<file path="src/rtl/lbp_scan_scheduler.sv">
// -----------------------------------------------------------------------------
// lbp_scan_scheduler
//
// Purpose:
//   Walks every interior 3x3 window centre of an IMG_W x IMG_W grey image in
//   raster order (y = 1..IMG_W-2 outer, x = 1..IMG_W-2 inner). It fetches the
//   pixel columns that the shifting window datapath needs from the grey memory.
//   It tells the datapath when to shift, write and compute. It then presents
//   each LBP result address to a valid/ready sink.
//
// Ports:
//   clk        in   single clock, rising edge
//   reset      in   synchronous, active-low reset
//   gray_ready in   grey memory can take a read request this cycle
//   gray_req   out  read request for gray_addr
//   gray_addr  out  pixel address {row, col}
//   pix_we     out  returned grey data goes into window row pix_row, right column
//   pix_row    out  window row 0/1/2 (top/mid/bottom), qualified by pix_we
//   win_shift  out  one-cycle pulse, window shifts one column left
//   calc_en    out  one-cycle pulse, datapath registers the LBP result
//   lbp_addr   out  result address {y, x} (nonzero only while lbp_valid)
//   lbp_valid  out  result valid, held until accepted
//   lbp_ready  in   sink accepts when lbp_valid && lbp_ready
//   finish     out  every interior result accepted; held until reset
// -----------------------------------------------------------------------------
module lbp_scan_scheduler #(
  parameter int IMG_W  = 128,
  parameter int ADDR_W = 14
) (
  input  logic              clk,
  input  logic              reset,
  input  logic              gray_ready,
  output logic              gray_req,
  output logic [ADDR_W-1:0] gray_addr,
  output logic              pix_we,
  output logic [1:0]        pix_row,
  output logic              win_shift,
  output logic              calc_en,
  output logic [ADDR_W-1:0] lbp_addr,
  output logic              lbp_valid,
  input  logic              lbp_ready,
  output logic              finish
);

  localparam int COL_W = ADDR_W / 2;
  localparam logic [COL_W-1:0] LAST = COL_W'(IMG_W - 2);

  typedef enum logic [2:0] {
    S_IDLE,
    S_SHIFT,
    S_READ,
    S_WAIT,
    S_CALC,
    S_EMIT,
    S_DONE
  } state_t;

  state_t           r_state;
  state_t           w_state_next;

  logic [COL_W-1:0] r_x;
  logic [COL_W-1:0] r_y;
  logic [COL_W-1:0] r_fcol;     // image column currently being fetched
  logic [1:0]       r_row;      // window row of the next request
  logic             r_pix_we;
  logic [1:0]       r_pix_row;

  logic             w_req;
  logic             w_group_end;
  logic             w_last_col;
  logic             w_accept;
  logic [COL_W-1:0] w_row_addr;

  // A request only leaves while READ sees the memory ready; otherwise READ
  // stalls with r_row frozen.
  assign w_req       = (r_state == S_READ) && gray_ready;
  assign w_group_end = w_req && (r_row == 2'd2);
  // The right-hand window column is always x+1. Once it is fetched, the
  // window is complete, both when priming a row and in steady state.
  assign w_last_col  = (r_fcol == (r_x + COL_W'(1)));
  assign w_accept    = (r_state == S_EMIT) && lbp_ready;
  assign w_row_addr  = r_y - COL_W'(1) + COL_W'(r_row);

  // ---------------------------------------------------------------------------
  // State register
  // ---------------------------------------------------------------------------
  always_ff @(posedge clk) begin
    if (!reset) begin
      r_state <= S_IDLE;
    end else begin
      r_state <= w_state_next;
    end
  end

  // ---------------------------------------------------------------------------
  // Next-state logic
  // ---------------------------------------------------------------------------
  always_comb begin
    w_state_next = r_state;
    case (r_state)
      S_IDLE:  if (gray_ready) w_state_next = S_SHIFT;
      S_SHIFT: w_state_next = S_READ;
      S_READ: begin
        if (w_group_end) begin
          w_state_next = w_last_col ? S_WAIT : S_SHIFT;
        end
      end
      S_WAIT:  w_state_next = S_CALC;
      S_CALC:  w_state_next = S_EMIT;
      S_EMIT: begin
        if (lbp_ready) begin
          w_state_next = ((r_x == LAST) && (r_y == LAST)) ? S_DONE : S_SHIFT;
        end
      end
      S_DONE:  w_state_next = S_DONE;
      default: w_state_next = S_IDLE;
    endcase
  end

  // ---------------------------------------------------------------------------
  // Scan counters and the one-deep pix_we pipeline that tracks read latency
  // ---------------------------------------------------------------------------
  always_ff @(posedge clk) begin
    if (!reset) begin
      r_x       <= COL_W'(1);
      r_y       <= COL_W'(1);
      r_fcol    <= '0;
      r_row     <= '0;
      r_pix_we  <= 1'b0;
      r_pix_row <= '0;
    end else begin
      r_pix_we  <= w_req;
      r_pix_row <= w_req ? r_row : 2'd0;

      if (w_req) begin
        r_row <= w_group_end ? 2'd0 : r_row + 2'd1;
        if (w_group_end && !w_last_col) begin
          r_fcol <= r_fcol + COL_W'(1);
        end
      end

      if (w_accept) begin
        if (r_x != LAST) begin
          // Steady state: only the new right-hand column x+2 is needed.
          r_x    <= r_x + COL_W'(1);
          r_fcol <= r_x + COL_W'(2);
        end else if (r_y != LAST) begin
          // Row start: the window is primed from column 0 again.
          r_x    <= COL_W'(1);
          r_y    <= r_y + COL_W'(1);
          r_fcol <= '0;
        end
      end
    end
  end

  // ---------------------------------------------------------------------------
  // Output decode
  // ---------------------------------------------------------------------------
  always_comb begin
    gray_req  = 1'b0;
    gray_addr = '0;
    win_shift = 1'b0;
    calc_en   = 1'b0;
    lbp_valid = 1'b0;
    lbp_addr  = '0;
    finish    = 1'b0;
    case (r_state)
      S_SHIFT: win_shift = 1'b1;
      S_READ: begin
        gray_req  = gray_ready;
        gray_addr = {w_row_addr, r_fcol};
      end
      S_CALC:  calc_en = 1'b1;
      S_EMIT: begin
        lbp_valid = 1'b1;
        lbp_addr  = {r_y, r_x};
      end
      S_DONE:  finish = 1'b1;
      default: ;
    endcase
  end

  assign pix_we  = r_pix_we;
  assign pix_row = r_pix_row;

endmodule

</file>
<file path="config.mk">
export PLATFORM = sky130hd
export DESIGN_NAME = lbp_scan_scheduler
export DESIGN_NICKNAME = d
export VERILOG_FILES = /design/src/rtl/lbp_scan_scheduler.sv
export SDC_FILE = /design/constraint.sdc
export NUM_CORES = 1
export LEC_CHECK = 0
export BUFFER_PORTS_ARGS = -buffer_cell sky130_fd_sc_hd__buf_2
export CORE_ASPECT_RATIO = 1.5
export CORE_MARGIN = 3
export CORE_UTILIZATION = 38
export DETAILED_ROUTE_END_ITERATION = 7
export MAX_ROUTING_LAYER = met4
export PLACE_DENSITY = 0.68
export SLEW_MARGIN = 15
export SYNTH_ARGS = -nofsm -noshare
export SYNTH_HDL_FRONTEND = slang
export SYNTH_SLANG_ARGS = --single-unit
</file>
<file path="constraint.sdc">
create_clock -name clk -period 3.7 [get_ports clk]
set_clock_uncertainty 0.05 [all_clocks]
set_input_delay 0.74 -clock clk [delete_from_list [all_inputs] [get_ports clk]]
set_output_delay 0.74 -clock clk [all_outputs]
set_load 0.01 [all_outputs]
</file>
* Yosys cells after proc, flatten, opt, wreduce, memory -nomap -nowiden
Cells that the tools add are included.
Operators by class: add/sub/neg operators 7, multiply operators 0, div/mod/pow operators 0, order comparisons 0, equal/unequal tests 15, shifts and indexed selects 0, mux-type cells 21, bitwise logic cells 1, reduce and logical (&&, ||, !) cells 12
Operators with widths (count):
- two-way mux 7 bit | 7
- two-way mux 14 bit | 2
- adder 7 x 1 -> 7 bit, second input constant | 3
- one-hot mux 3 bit (7 select lines) | 1
- equality test 7 bit, second input constant | 2
- != test 7 bit, second input constant | 2
- two-way mux 3 bit | 4
- equality test 3 bit, second input constant | 3
- adder 7 x 2 -> 7 bit | 1
- adder 7 x 2 -> 7 bit, second input constant | 1
- equality test 7 bit | 1
- subtractor 7 x 1 -> 7 bit, second input constant | 1
- equality test 3 x 2 -> 1 bit, second input constant | 2
- != test 2 bit, second input constant | 3
- AND reduction 3 bit | 2
- logical AND 1 bit | 5
- two-way mux 1 bit | 5
- two-way mux 2 bit | 2
- AND reduction 2 bit | 2
- equality test 3 x 1 -> 1 bit, second input constant | 1
- logical NOT 3 bit | 1
- adder 2 x 1 -> 2 bit, second input constant | 1
- equality test 2 bit, second input constant | 1
- nonzero test 2 bit | 1
- 2 further kinds | 2
Storage, ports and cells: register bits after elaboration 29, bits in latches 0, bits in writable memories 0, bits in read-only memories 0, input bits 4, logic and storage cells 63, memories 0

* Longest topological paths before layout
Gate-level depths: netlist of run 1.
depth in word-level cells 9, mapped depth 10, mapped depth without buffers 10

* Worst setup path before layout of run 1
No wires, ideal clock.
path type reg-to-output, start register r_y[1], end output port gray_addr[12], data arrival time 1.823 ns, path slack 1.087 ns, stages on the path, launching flop included 11, path through dfxtp_1 inv_1 ha_1 inv_1 ha_1 fa_1 a21oi_1 nor2_1 nor2_1 xor2_1 nor2_1
On the way: cells in the longest elaborated chain, start to end 3
Ends and longest elaborated chain:
- start, declared | RTL line 62 | logic [COL_W-1:0] r_y;
- start signal, assigned | RTL line 150 | r_y <= r_y + COL_W'(1);
- subtractor 7 x 1 -> 7 bit | RTL line 82 | assign w_row_addr = r_y - COL_W'(1) + COL_W'(r_row);
- adder 7 x 2 -> 7 bit | RTL line 82
- two-way mux 14 bit | RTL line 168 | case (r_state)
- end, declared | RTL line 34 | output logic [ADDR_W-1:0] gray_addr,
No other way between the ends.

* Final worst setup path of run 1
Ends and elaborated chain as after synthesis.

==> impl_summary.md, run 1 <==
Route
For this run, design rule violations remaining after detail routing come to 0. The count of nets left with antenna violations once routing finished came out at 0. The average routed wire per standard cell is 13.9 um.

The via total after detailed routing is between 1500 and 2000. The via-per-instance ratio is 5.29. The first routing iteration left 100 violations. Before antenna repair, the detailed router went through 4 iterations. Wires add up to 5200 um.

Hold path
The cell depth of the worst hold path is 1. For hold timing, the worst endpoint is pix_row[1]. The startpoint of the most critical hold path is r_row[1].

The type of the most critical hold path is reg -> reg.

Floorplan
The placeable core area is 5570 sq um. The overall die area is ~7000 sq um. From bottom edge to top edge, the die measures 99.8 um. The I/O pin total is 40. The starting utilization of the core area is 40.0%. The die boundary width is 68.5 um.

Row generation in the floorplan step produced 33 rows.

Clock tree
In this run, post-CTS hold repair placed 0 buffers. The source-to-sink clock delay at the later pin of the worst-skew pair is 0.28 ns. The tree built by TritonCTS fans out to 29 sinks. The depth of the CTS H-tree is 2. TritonCTS built the clock tree.

Clock-pin slew was measured on the worst setup and hold paths at 0.06 ns. The number of buffers on the longest clock path is 2. The number of buffers created by CTS is 5.

In this run the clock root is driven by a sky130_fd_sc_hd__clkbuf_8. The number of gates resized after CTS was 0. The buffer count from post-CTS setup fixing is 0.

Synth
A synthesized cell averages a little over 8 sq um. The number of nets produced by synthesis is 295. The synthesized flop and latch total is 29. Summing the sequential cell areas from Yosys gives a little over a quarter of the chip area.

Yosys printed 0 warnings. The commonest register cell after synthesis is sky130_fd_sc_hd__dfxtp_1. The number of enable-type register cells in the synthesized netlist is 0. The post-synthesis instance area is around 2200 sq um. The number of standard cells after synthesis is 274. Of all flip-flops after synthesis, the portion carrying an async set or reset was 0%. The synthesized netlist contains 49 unique library cells.

Critical path
The type of origin of the critical path is a register. The cell depth of the worst flop-to-flop path is 7. Counting stages on the worst path, the most repeated cell is sky130_fd_sc_hd__nor2_1.

The capturing element type of the critical path is an output pin. The slowest stage of the critical path is the sky130_fd_sc_hd__dfxtp_1 cell. STA puts the critical path data required time at roughly 2.9 ns. Walking the worst path, the cells encountered are inv_1 > ha_1 > inv_1 > ha_1 > fa_1 > a21oi_1 > nor2_1 > nor2_1 > xor2_1 > nor2_1 > buf_2.

The largest driver fanout on the critical path is 6. In this run the register-to-register setup slack is between 1 and 1.5 ns. The origin of the critical flop-to-flop path is r_x[1].

The stage delay of the slowest cell on the critical path is between 0.4 and 0.5 ns. The worst setup path is of the reg -> out kind. In this run the critical register-to-register path is captured at r_fcol[6]. STA puts the critical path data arrival time at 2.34 ns.

Global route
The first global-routing pass estimated 8910 um of wire. Entering global routing, the biggest net connects 25 pins. The via count of the first global-routing pass is 1951. The initial antenna violation count is 0. The global routing usage summed across all routing layers is between 10% and 20%.

Global routing finished with a remaining overflow of 0.

Placement
The total placed instance area is 2420 sq um. In this run the tool buffered the top-level ports with 39 buffer cells. The detailed placement HPWL is between 3000 and 4000 um.

The weighted congestion at the end of routability-driven global placement is 0.817. Before CTS, the worst setup slack after placement is 0.853 ns.

Run status
The run finished with clean final reports.

Final layout
The area growth from synthesis to layout is 13.0%. The number of filler instances in the final layout is ~570. Once layout is done, the placed cells without fillers occupy 2520 sq um. In the layout the commonest cells are 39 x sky130_fd_sc_hd__buf_2, 35 x sky130_fd_sc_hd__and2_1, 29 x sky130_fd_sc_hd__dfxtp_1. The total inserted antenna cells is 0. The most frequent standard cell in the layout excluding fill and tap cells is sky130_fd_sc_hd__buf_2. The fraction of final layout cells sized beyond drive strength 1 is around 17%. At the end of the flow, the number of nets in the layout was around 320.

Power and ir drop
The completed layout was analyzed and its total power is 0.645 mW. The total power density per cell area is about 260 nW/um^2. Summed over all cells, the static leakage comes to roughly 1.1 nW.

The highest ir drop seen on vdd is 104 uV.

Timing
Setup violations remaining at the end of the flow were counted as 0. The number of pins with negative max-slew slack in the final report came to 0. After layout, the worst path uses between 80% and 90% of the clock period. The final hold violation count came to 0.

Setup repair after global routing left no endpoint under its margin. In the post-route analysis, the smallest setup slack over all paths is 0.566 ns. The slew at the pin with the worst max-slew slack is 0.779 ns.

The peak clock frequency supported by timing is 319 MHz. Headroom to the max-slew limit came out at a little under half. The final setup TNS is 0 ns. The worst path in the final design needs a cycle of 3.13 ns, including I/O delays and setup.

Run
The tool flagged a number of max-cap violations equal to 0.
[cell usage after synthesis, types with 2 or more instances]
cell type	n	area share (%)
sky130_fd_sc_hd__and2_1	35	9.8
sky130_fd_sc_hd__xnor2_1	14	5.5
sky130_fd_sc_hd__nand2b_1	5	1.4
sky130_fd_sc_hd__o211ai_1	10	3.4
sky130_fd_sc_hd__dfxtp_1	29	26
sky130_fd_sc_hd__o22ai_1	4	1.1
sky130_fd_sc_hd__a21boi_0	4	1.3
sky130_fd_sc_hd__nor2_1	15	2.5
sky130_fd_sc_hd__a21oi_1	8	1.8
sky130_fd_sc_hd__a21o_1	3	1.0
sky130_fd_sc_hd__inv_1	18	3.0
sky130_fd_sc_hd__nor3_1	7	1.6
sky130_fd_sc_hd__nor2b_1	5	1.4
sky130_fd_sc_hd__nand3_1	9	2.0
sky130_fd_sc_hd__a31oi_1	3	0.84
sky130_fd_sc_hd__and3_1	3	0.84
sky130_fd_sc_hd__clkbuf_1	9	1.5
sky130_fd_sc_hd__o21ai_0	6	1.3
sky130_fd_sc_hd__nand4_1	5	1.4
sky130_fd_sc_hd__buf_4	3	1.0
sky130_fd_sc_hd__or3_1	4	1.1
sky130_fd_sc_hd__buf_2	2	0.45
sky130_fd_sc_hd__mux2i_1	3	1.3
sky130_fd_sc_hd__o21bai_1	2	0.67
sky130_fd_sc_hd__ha_1	16	9.0
sky130_fd_sc_hd__or4_1	5	1.7
sky130_fd_sc_hd__xor2_1	9	3.5
sky130_fd_sc_hd__nand2_1	16	2.7
sky130_fd_sc_hd__buf_6	2	1.0
[report_power, final]
group | switching [mW] | internal, mW | total, mW
logic | 0.0199 | 0.0124 | 0.0323
clock network | 0.125 | 0.168 | 0.293
registers | 0.00511 | 0.315 | 0.320
[state kept, by name, summed over array words and instances (netlist names)]
register  cells
pix_row       2
pix_we        1
r_fcol        7
r_row         2
r_state       3
r_x           7
r_y           7
[routing by layer]
metal	share of wire (%)	global-route usage (%)
met4	2.0	7.96
met5	0	-
met1	41	19.2
met3	5.3	3.25
met2	52	29.4
[final cells by class]
| class | count | area (sq um) | share of cell area, % |
|---|---|---|---|
| timing repair buffer | 39 | 195 | 7.75 |
| clock inverter | 1 | 5.00 | 0.199 |
| sequential | 29 | 581 | 23.1 |
| multi-input combinational | 210 | 1490 | 59.0 |
| clock buffer | 7 | 96.3 | 3.83 |
| tap | 70 | 87.6 | 3.48 |
| inverter | 18 | 67.6 | 2.68 |
[metrics by stage]
stage	cells	hold slack, ns	util [%]
finish	374	0.454	45.2
global route	374	0.483	45.2
CTS	374	0.452	45.2
detailed placement	366	0.443	43.4
global placement	366	0.441	43.4
floorplan	274	0.427	-
[worst max-delay path by stage]
stage,from,to,slack [ns]
after floorplan,r_y[1],gray_addr[12],1.09
after global placement,r_y[1],gray_addr[12],0.89
after detailed placement,r_y[1],gray_addr[12],0.85
final,r_y[1],gray_addr[12],0.57
after CTS,r_y[1],gray_addr[12],0.54
after global routing,r_y[1],gray_addr[12],0.36
[cells by family (layout without fill, tap and decap cells)]
family	Yosys count	count (layout)	synth area share (%)
xor gates and xnor gates	23	23	9.04
adders and majority gates	17	17	9.88
muxes	3	3	1.35
and+or+nand+nor	119	119	31.2
buffers and inverters	35	65	7.24
AOI/OAI and AO/OA	48	48	15.3
DFF	29	29	26.1
[critical path, delay by kind of cell (launching register included)]
kind,cells,cell delay (ns)
compound gates,1,0.15
simple gates,3,0.21
xor+xnor,1,0.15
buf+inv,3,0.25
flops,1,0.41
fa+ha+maj,3,0.88
(Power assumes the default switching activity.)
==> inputs of run 2 (changes only) <==
--- a/config.mk
+++ b/config.mk
@@ -11,7 +11,7 @@
 export CORE_UTILIZATION = 38
 export DETAILED_ROUTE_END_ITERATION = 7
 export MAX_ROUTING_LAYER = met4
-export PLACE_DENSITY = 0.68
+export PLACE_DENSITY = 0.7
 export SLEW_MARGIN = 15
 export SYNTH_ARGS = -nofsm -noshare
 export SYNTH_HDL_FRONTEND = slang
==> constraint.sdc (replaced) <==
create_clock -name clk -period 2.7 [get_ports clk]
set_clock_uncertainty 0.05 [all_clocks]
set_input_delay 0.54 -clock clk [delete_from_list [all_inputs] [get_ports clk]]
set_output_delay 0.54 -clock clk [all_outputs]
set_load 0.01 [all_outputs]
==> impl_summary.md, run 2 (synthesized netlist as in run 1, its figures left out) <==
Final layout
The largest registers in the layout are r_fcol: 7 flops, r_x: 7 flops, r_y: 7 flops. In the layout the commonest cells are 39 x sky130_fd_sc_hd__buf_2, 35 x sky130_fd_sc_hd__and2_1, 26 x sky130_fd_sc_hd__dfxtp_1. The number of filler instances in the final layout is 559. 0 antenna diodes ended up in the layout. The area occupied by multi-input gates is between 1500 and 2000 sq um. The share of the core filled with cells is 48.4%. The number of nets in the finished design is 338.

The area growth from synthesis to layout is 21.1%. The sequential cells in the finished layout cover a total of 587 sq um. The post-route netlist has roughly 26% of its cells at a drive strength greater than 1. Leaving out fill and tap cells, the most frequent cell in the layout is sky130_fd_sc_hd__buf_2. The final cell count without fillers is 388.

Placement
Detailed placement ended at an HPWL of roughly 4000 um. The post-place setup slack is roughly 0.022 ns. Routability-driven placement finished with a final weighted congestion of 0.881. The instance count after placement with tap cells included is 375.

Buffers placed on the I/O ports in this run total 39.

Critical path
By startpoint and endpoint, the worst setup path is classified as reg -> out. The startpoint identified for the worst register-to-register timing path is r_x[1]. Across all register-to-register paths, the minimum setup slack is around 0.2 ns. The worst setup path is captured at an output pin. The data arrival at the endpoint of the critical path is about 2.1 ns. Tracing the worst setup path back leads to its startpoint at r_y[1]. Following the worst setup path forward leads to its endpoint at gray_addr[12]. The data required time at the worst endpoint is 2.11 ns. The number of cells on the worst reg-to-reg path is 7.

The worst setup path is launched from a register. The worst register-to-register path ends at r_fcol[3]. The largest driver fanout on the critical path is 2.

Run
Max-cap violations in this run came to 0.

Power and ir drop
Across the VDD grid, the largest voltage drop is between 150 and 200 uV. The total power after layout is 0.958 mW. Summed over all cells, the static leakage comes to roughly 1.2 nW. In this run the power density over the cells is approximately 350 nW/um^2.

Global route
The global routing usage summed across all routing layers is 17.9%. The wire length of the first global-routing pass is 9090 um. The largest net degree at the start of global routing is 24. The initial antenna violation count is 0. The final global-route overflow total is 0. The via count of the first global-routing pass was between 1500 and 2000.

Clock tree
Clock tree synthesis found a total of 29 sinks. The buffer cell driving the clock tree root is sky130_fd_sc_hd__clkbuf_8. TritonCTS created 5 clock buffers.

The later pin in the worst-skew pair is clocked with a latency of 0.28 ns. TritonCTS built the clock tree. The number of hold buffers added after CTS is 0. No sink is reached through more buffers than the 2 on the longest clock path.

The depth of the CTS H-tree is 2. The clock-pin slew on the worst setup and hold paths is approximately 0.06 ns.

Run status
The final reports fail on negative setup slack. The run finished, with violations left.

Route
For this run, design rule violations remaining after detail routing come to 0. The detailed router finished its first iteration with 71 violations. After detailed routing, the average wire length per cell comes to between 10 and 15 um. The remaining antenna violation count after routing is 0. The via total after detailed routing is 2036. The wire length reported by the detailed router is around 5400 um. For this run, the detailed router's first-pass iteration total came to 4. Using the TritonRoute via totals, the vias-per-cell ratio works out to 5.25.

Timing
In the finished design, the share of the clock period the worst path needs comes to 101%. The slew at the pin with the worst max-slew slack is 0.480 ns. The final hold violation count is 0. The peak clock frequency supported by timing is 368 MHz. The number of pins with negative max-slew slack in the final report is 0.

Setup repair after global routing could not meet its margin everywhere. Counting I/O delays and the setup requirement, the final critical path takes 2.71 ns. In the post-route analysis, the smallest setup slack over all paths is -0.0145 ns. Setup violations remaining at the end of the flow were counted as 1. The relative max-transition margin is 67.9%.

Hold path
In this run the worst hold path is classified as reg -> reg.

Floorplan
The number of placement rows is 33. For this configuration, the core starts out at a cell density of 40.0%. 40 I/O pins were placed. The vertical extent of the die is 99.8 um. The die boundary width is 68.5 um. The overall die area is 6840 sq um.

The total area inside the core boundary comes to between 5000 and 6000 sq um.
## run 2: layout make-up
| class | count | area share (%) |
|---|---|---|
| Timing Repair Buffer | 53 | 11.1 |
| Clock inverter | 1 | 1.11 |
| Sequential cell | 29 | 21.7 |
| Clock buffer | 7 | 3.20 |
| Multi-Input combinational cell | 210 | 57.1 |
| Tap cell | 70 | 3.25 |
| Inverter | 18 | 2.50 |
## run 2: worst min-delay path by stage
stage          cells after the start          to      from
6_report                           1  pix_row[0]  r_row[0]
5_1_grt                            1  pix_row[0]  r_row[0]
4_1_cts                            1  pix_row[0]  r_row[0]
3_5_place_dp                       1  pix_row[1]  r_row[1]
3_3_place_gp                       1  pix_row[1]  r_row[1]
2_1_floorplan                      1  pix_row[1]  r_row[1]
## run 2: what timing repair did
action / 4_1_cts / 5_1_grt
buffers inserted: 3 / 2
pin swaps: 8 / 10
setup endpoints to repair: 2 / 3
gates resized for setup: 12 / 6
hold endpoints to repair: 0 / 0
## run 2: worst max-delay path: stages (launching register included)
cell	delay [ns]
sky130_fd_sc_hd__dfxtp_4	0.35
sky130_fd_sc_hd__inv_2	0.04
sky130_fd_sc_hd__ha_4	0.25
sky130_fd_sc_hd__inv_2	0.04
sky130_fd_sc_hd__ha_4	0.15
sky130_fd_sc_hd__fa_2	0.35
sky130_fd_sc_hd__a21oi_2	0.13
sky130_fd_sc_hd__nor2_1	0.05
sky130_fd_sc_hd__nor2_1	0.12
sky130_fd_sc_hd__xor2_1	0.17
sky130_fd_sc_hd__nor2_1	0.05
sky130_fd_sc_hd__buf_2	0.14
## run 2: layer usage
layer,part of all wire [%],global-route usage (%),vias to the layer above
li1,-,-,1025
met1,39,18.5,945
met2,53,31.5,56
met3,5.2,3.25,10
met4,2.3,8.12,0
met5,0,-,-
## run 2: stage by stage
| stage | hold slack (ns) | TNS [ns] | instance area (sq um) |
|---|---|---|---|
| floorplan | 0.427 | 0 | 2230 |
| detailed placement | 0.445 | 0 | 2480 |
| finish | 0.488 | -0.0145 | 2700 |
| CTS | 0.492 | -0.0699 | 2660 |
| global placement | 0.443 | 0 | 2480 |
| global route | 0.523 | -0.169 | 2700 |
## run 2: power by group
part | total [mW] | internal, mW | leakage (nW) | switching (mW)
combinational | 0.0471 | 0.0187 | 0.885 | 0.0284
clock | 0.473 | 0.301 | 0.0585 | 0.173
sequential | 0.438 | 0.431 | 0.236 | 0.00692
==> inputs of run 3 (changes only) <==
--- a/config.mk
+++ b/config.mk
@@ -5,6 +5,7 @@
 export SDC_FILE = /design/constraint.sdc
 export NUM_CORES = 1
 export LEC_CHECK = 0
+export ABC_AREA = 1
 export BUFFER_PORTS_ARGS = -buffer_cell sky130_fd_sc_hd__buf_2
 export CORE_ASPECT_RATIO = 1.5
 export CORE_MARGIN = 3
==> impl_summary.md, run 3 <==
Run status
The run finished, with violations left. The final reports fail on negative setup slack.

Route
The via-per-instance ratio is 4.86. Dividing the detail-routed wire length by the instance count gives approximately 13 um. The wire length reported by the detailed router is 5870 um. The first detailed-routing pass ran for 4 iterations. The DRC violations left is 0. The detailed router placed 2203 vias in this run. The count of nets left with antenna violations once routing finished came out at 0. The starting DRC count in detailed routing is 121.

Timing
Setup repair after global routing could not meet its margin everywhere. The final hold violation count is 0. Counting I/O delays and the setup requirement, the final critical path takes 2.88 ns. The post-layout worst setup margin is -0.178 ns. At the pin with the least slew margin, the transition time is 0.742 ns. The peak clock frequency supported by timing is 348 MHz.

The total of endpoints with negative setup slack in the final report is 2. Measured against its own limit, the worst slew margin works out to 50.5%. The portion of the clock cycle consumed by the worst path in the final layout is 107%. The number of pins with negative max-slew slack in the final report was 0.

Synth
Sorting the synthesized cells by area gives the leading types as sky130_fd_sc_hd__dfxtp_1 26%, sky130_fd_sc_hd__nand2_1 9.5%, sky130_fd_sc_hd__ha_1 8.9%. By instance count, the leading cell after synthesis is sky130_fd_sc_hd__nand2_1. The most used flip-flop cell after synthesis is sky130_fd_sc_hd__dfxtp_1. In this run, synthesis inferred 0 flip-flops with an integrated enable.

The number of library cell types mapped by synthesis is 39. The biggest area consumer among synthesized cells is sky130_fd_sc_hd__dfxtp_1. The cell area that synthesis handed to floorplanning was 2260 sq um.

During synthesis, Yosys emitted a total of 0 warnings. The synthesized flop and latch total is 29. The sequential cell area fraction in the yosys report is 25.7%. Counting every net in the synthesized netlist gives 355. The average size of a mapped cell is 6.77 sq um.

By count the netlist is led by 57 x sky130_fd_sc_hd__nand2_1, 44 x sky130_fd_sc_hd__inv_1, 42 x sky130_fd_sc_hd__nor2_1. The fraction of registers with async set/reset is 0%. The top cell type by area accounts for about 26% of the synthesized area. In the synthesized netlist, the number of instances is 334.

Power and ir drop
The total power density per cell area is 483 nW/um^2. The leakage dissipation is between 1 and 1.5 nW. Across the VDD grid, the largest voltage drop is between 300 and 400 uV.

The total power after layout is between 1 and 1.5 mW.

Critical path
Across all register-to-register paths, the minimum setup slack is about 0.49 ns. In this run the worst setup path begins at r_y[1]. The gate family responsible for the most delay along the worst path is buffers and inverters. The data required time at the worst endpoint is 2.11 ns. The worst setup path is captured at an output pin. The critical path is of the reg -> out type. The cell count along the critical path is 15. The capture point of the worst reg-to-reg path is r_fcol[5]. The most critical setup path has its endpoint at gray_addr[13]. The type of origin of the critical path is a register. The critical path goes through inv_2 > ha_4 > inv_2 > ha_4 > buf_6 > a31oi_4 > inv_2 > nand2_2 > inv_2 > nor2_1 > nor2_1 > nor2_1 > xor2_1 > nor2_1 > buf_2.

The largest driver fanout on the critical path is 2. The origin of the critical flop-to-flop path is r_x[0]. The cell depth of the worst flop-to-flop path is 13.

The highest-delay cell along the critical path is sky130_fd_sc_hd__dfxtp_2. The data arrival at the endpoint of the critical path is 2.29 ns. Together, buffers and inverters on the worst path number 6.

The stage delay of the slowest cell on the critical path is 0.35 ns.

Run
The total of max-cap violations is 0.

Global route
Entering global routing, the biggest net connects 22 pins. The final global-route overflow total is 0. Global routing consumed, over all layers together, 18.4% of the routing resources.

The first global-routing pass estimated 9440 um of wire. The via count of the first global-routing pass was about 2100. The initial antenna violation count is 0.

Clock tree
The buffer cell driving the clock tree root is sky130_fd_sc_hd__clkbuf_8. The number of buffers created by CTS is 5. The clock tree from TritonCTS is built. After clock tree synthesis, the clock-pin slew on the worst setup and hold paths is 0.07 ns. The clock sink total is 29.

The depth of the CTS H-tree is 2. The source-to-sink clock delay at the later pin of the worst-skew pair is 0.29 ns. The number of buffers on the longest clock path is 2.

Placement
The number of placed instances, taps included, is 441. The wire-length estimate of the detail-placed layout is roughly 4200 um. Buffers placed on the I/O ports in this run total 39. The congestion estimate from routability-driven global placement came to 0.866.

Prior to clock tree synthesis, the placed netlist has a worst setup slack of -0.0312 ns.

Hold path
The tightest min-delay check is of the reg -> reg type.

Floorplan
The placeable core area is roughly 5600 sq um. The vertical extent of the die is 100 um. The initial utilization of the core area, before any placement, comes to 40.3%. The die boundary width is between 60 and 70 um. The overall die area is 6930 sq um. The number of placement rows is 33. During I/O placement, the number of pins put on the boundary was 40.

Final layout
Excluding fillers, the count of instances in the completed layout stands at between 400 and 500. The number of filler instances in the final layout is 586. Leaving out fill and tap cells, the most frequent cells in the layout are 55 x sky130_fd_sc_hd__nand2_1, 42 x sky130_fd_sc_hd__nor2_1, 39 x sky130_fd_sc_hd__buf_2. The number of antenna diodes in the final layout is 0.

The library cell used most frequently in the layout, excluding fill and tap cells, is sky130_fd_sc_hd__nand2_1. Once layout is complete, the utilization of the core stands at approximately 50%. Of the cells placed in the final design, the portion with a size suffix greater than 1 is approximately a third. The area growth from synthesis to layout is 23.6%. For this run, the post-layout net count is ~400. The largest registers in the layout are r_fcol: 7 flops, r_x: 7 flops, r_y: 7 flops.
-- run 3: worst min path at each step --
stage | slack, ns | startpoint | endpoint | depth (start not counted)
floorplan | 0.43 | r_y[0] | r_y[0] | 2
global placement | 0.45 | r_y[0] | r_y[0] | 2
detailed placement | 0.45 | r_y[0] | r_y[0] | 2
CTS | 0.46 | reset | r_y[0] | 2
global route | 0.47 | reset | r_y[0] | 2
finish | 0.44 | r_y[0] | r_y[0] | 2
-- run 3: through the flow --
step	hold WS (ns)	TNS, ns	cell area [sq um]
after CTS	0.463	-0.234	2740
after floorplan	0.429	0	2260
after global placement	0.446	0	2550
final	0.440	-0.344	2800
after global routing	0.472	-0.572	2800
after detailed placement	0.455	-0.0312	2550
-- run 3: area by class of cell --
class | count | area (sq um) | area share (%)
Multi-Input combinational cell | 239 | 1490 | 53.4
Sequential cell | 29 | 584 | 20.9
Timing Repair Buffer | 50 | 282 | 10.1
Inverter | 57 | 214 | 7.65
Tap cell | 70 | 87.6 | 3.13
Clock buffer | 5 | 68.8 | 2.46
Clock inverter | 3 | 65.1 | 2.33
-- run 3: repair_timing --
item                       in CTS  in global routing
pin swaps                       7                  9
resized for setup              12                 17
setup endpoints to repair       2                  2
buffers inserted                3                  1
gates cloned                    0                  0
hold buffers                    0                  0
-- run 3: report_power, final --
group / total, mW / switching (mW) / internal [mW]
registers: 0.489 / 0.0345 / 0.454
clock network: 0.557 / 0.190 / 0.367
logic: 0.305 / 0.206 / 0.0988
total: 1.35 / 0.431 / 0.920
-- run 3: per-layer routing --
layer / vias up / track usage (%) / part of all wire (%)
li1: 1154 / - / -
met3: 9 / 3.57 / 4.3
met5: - / - / 0
met4: 0 / 6.91 / 2.1
met2: 53 / 31.5 / 54
met1: 987 / 20.5 / 40
-- run 3: worst min-delay path: stages (launching register included) --
cell	delay [ns]
sky130_fd_sc_hd__dfxtp_2	0.35
sky130_fd_sc_hd__xor2_1	0.07
sky130_fd_sc_hd__nand2_1	0.05
-- run 3: logic make-up after synthesis --
kind of cell    Yosys count  synth area share [%]
simple gates            164                  37.3
buf+inv                  66                  11.7
compound gates           50                  12.5
flops                    29                  25.7
fa+ha+maj                17                  9.74
xor+xnor                  8                  3.10
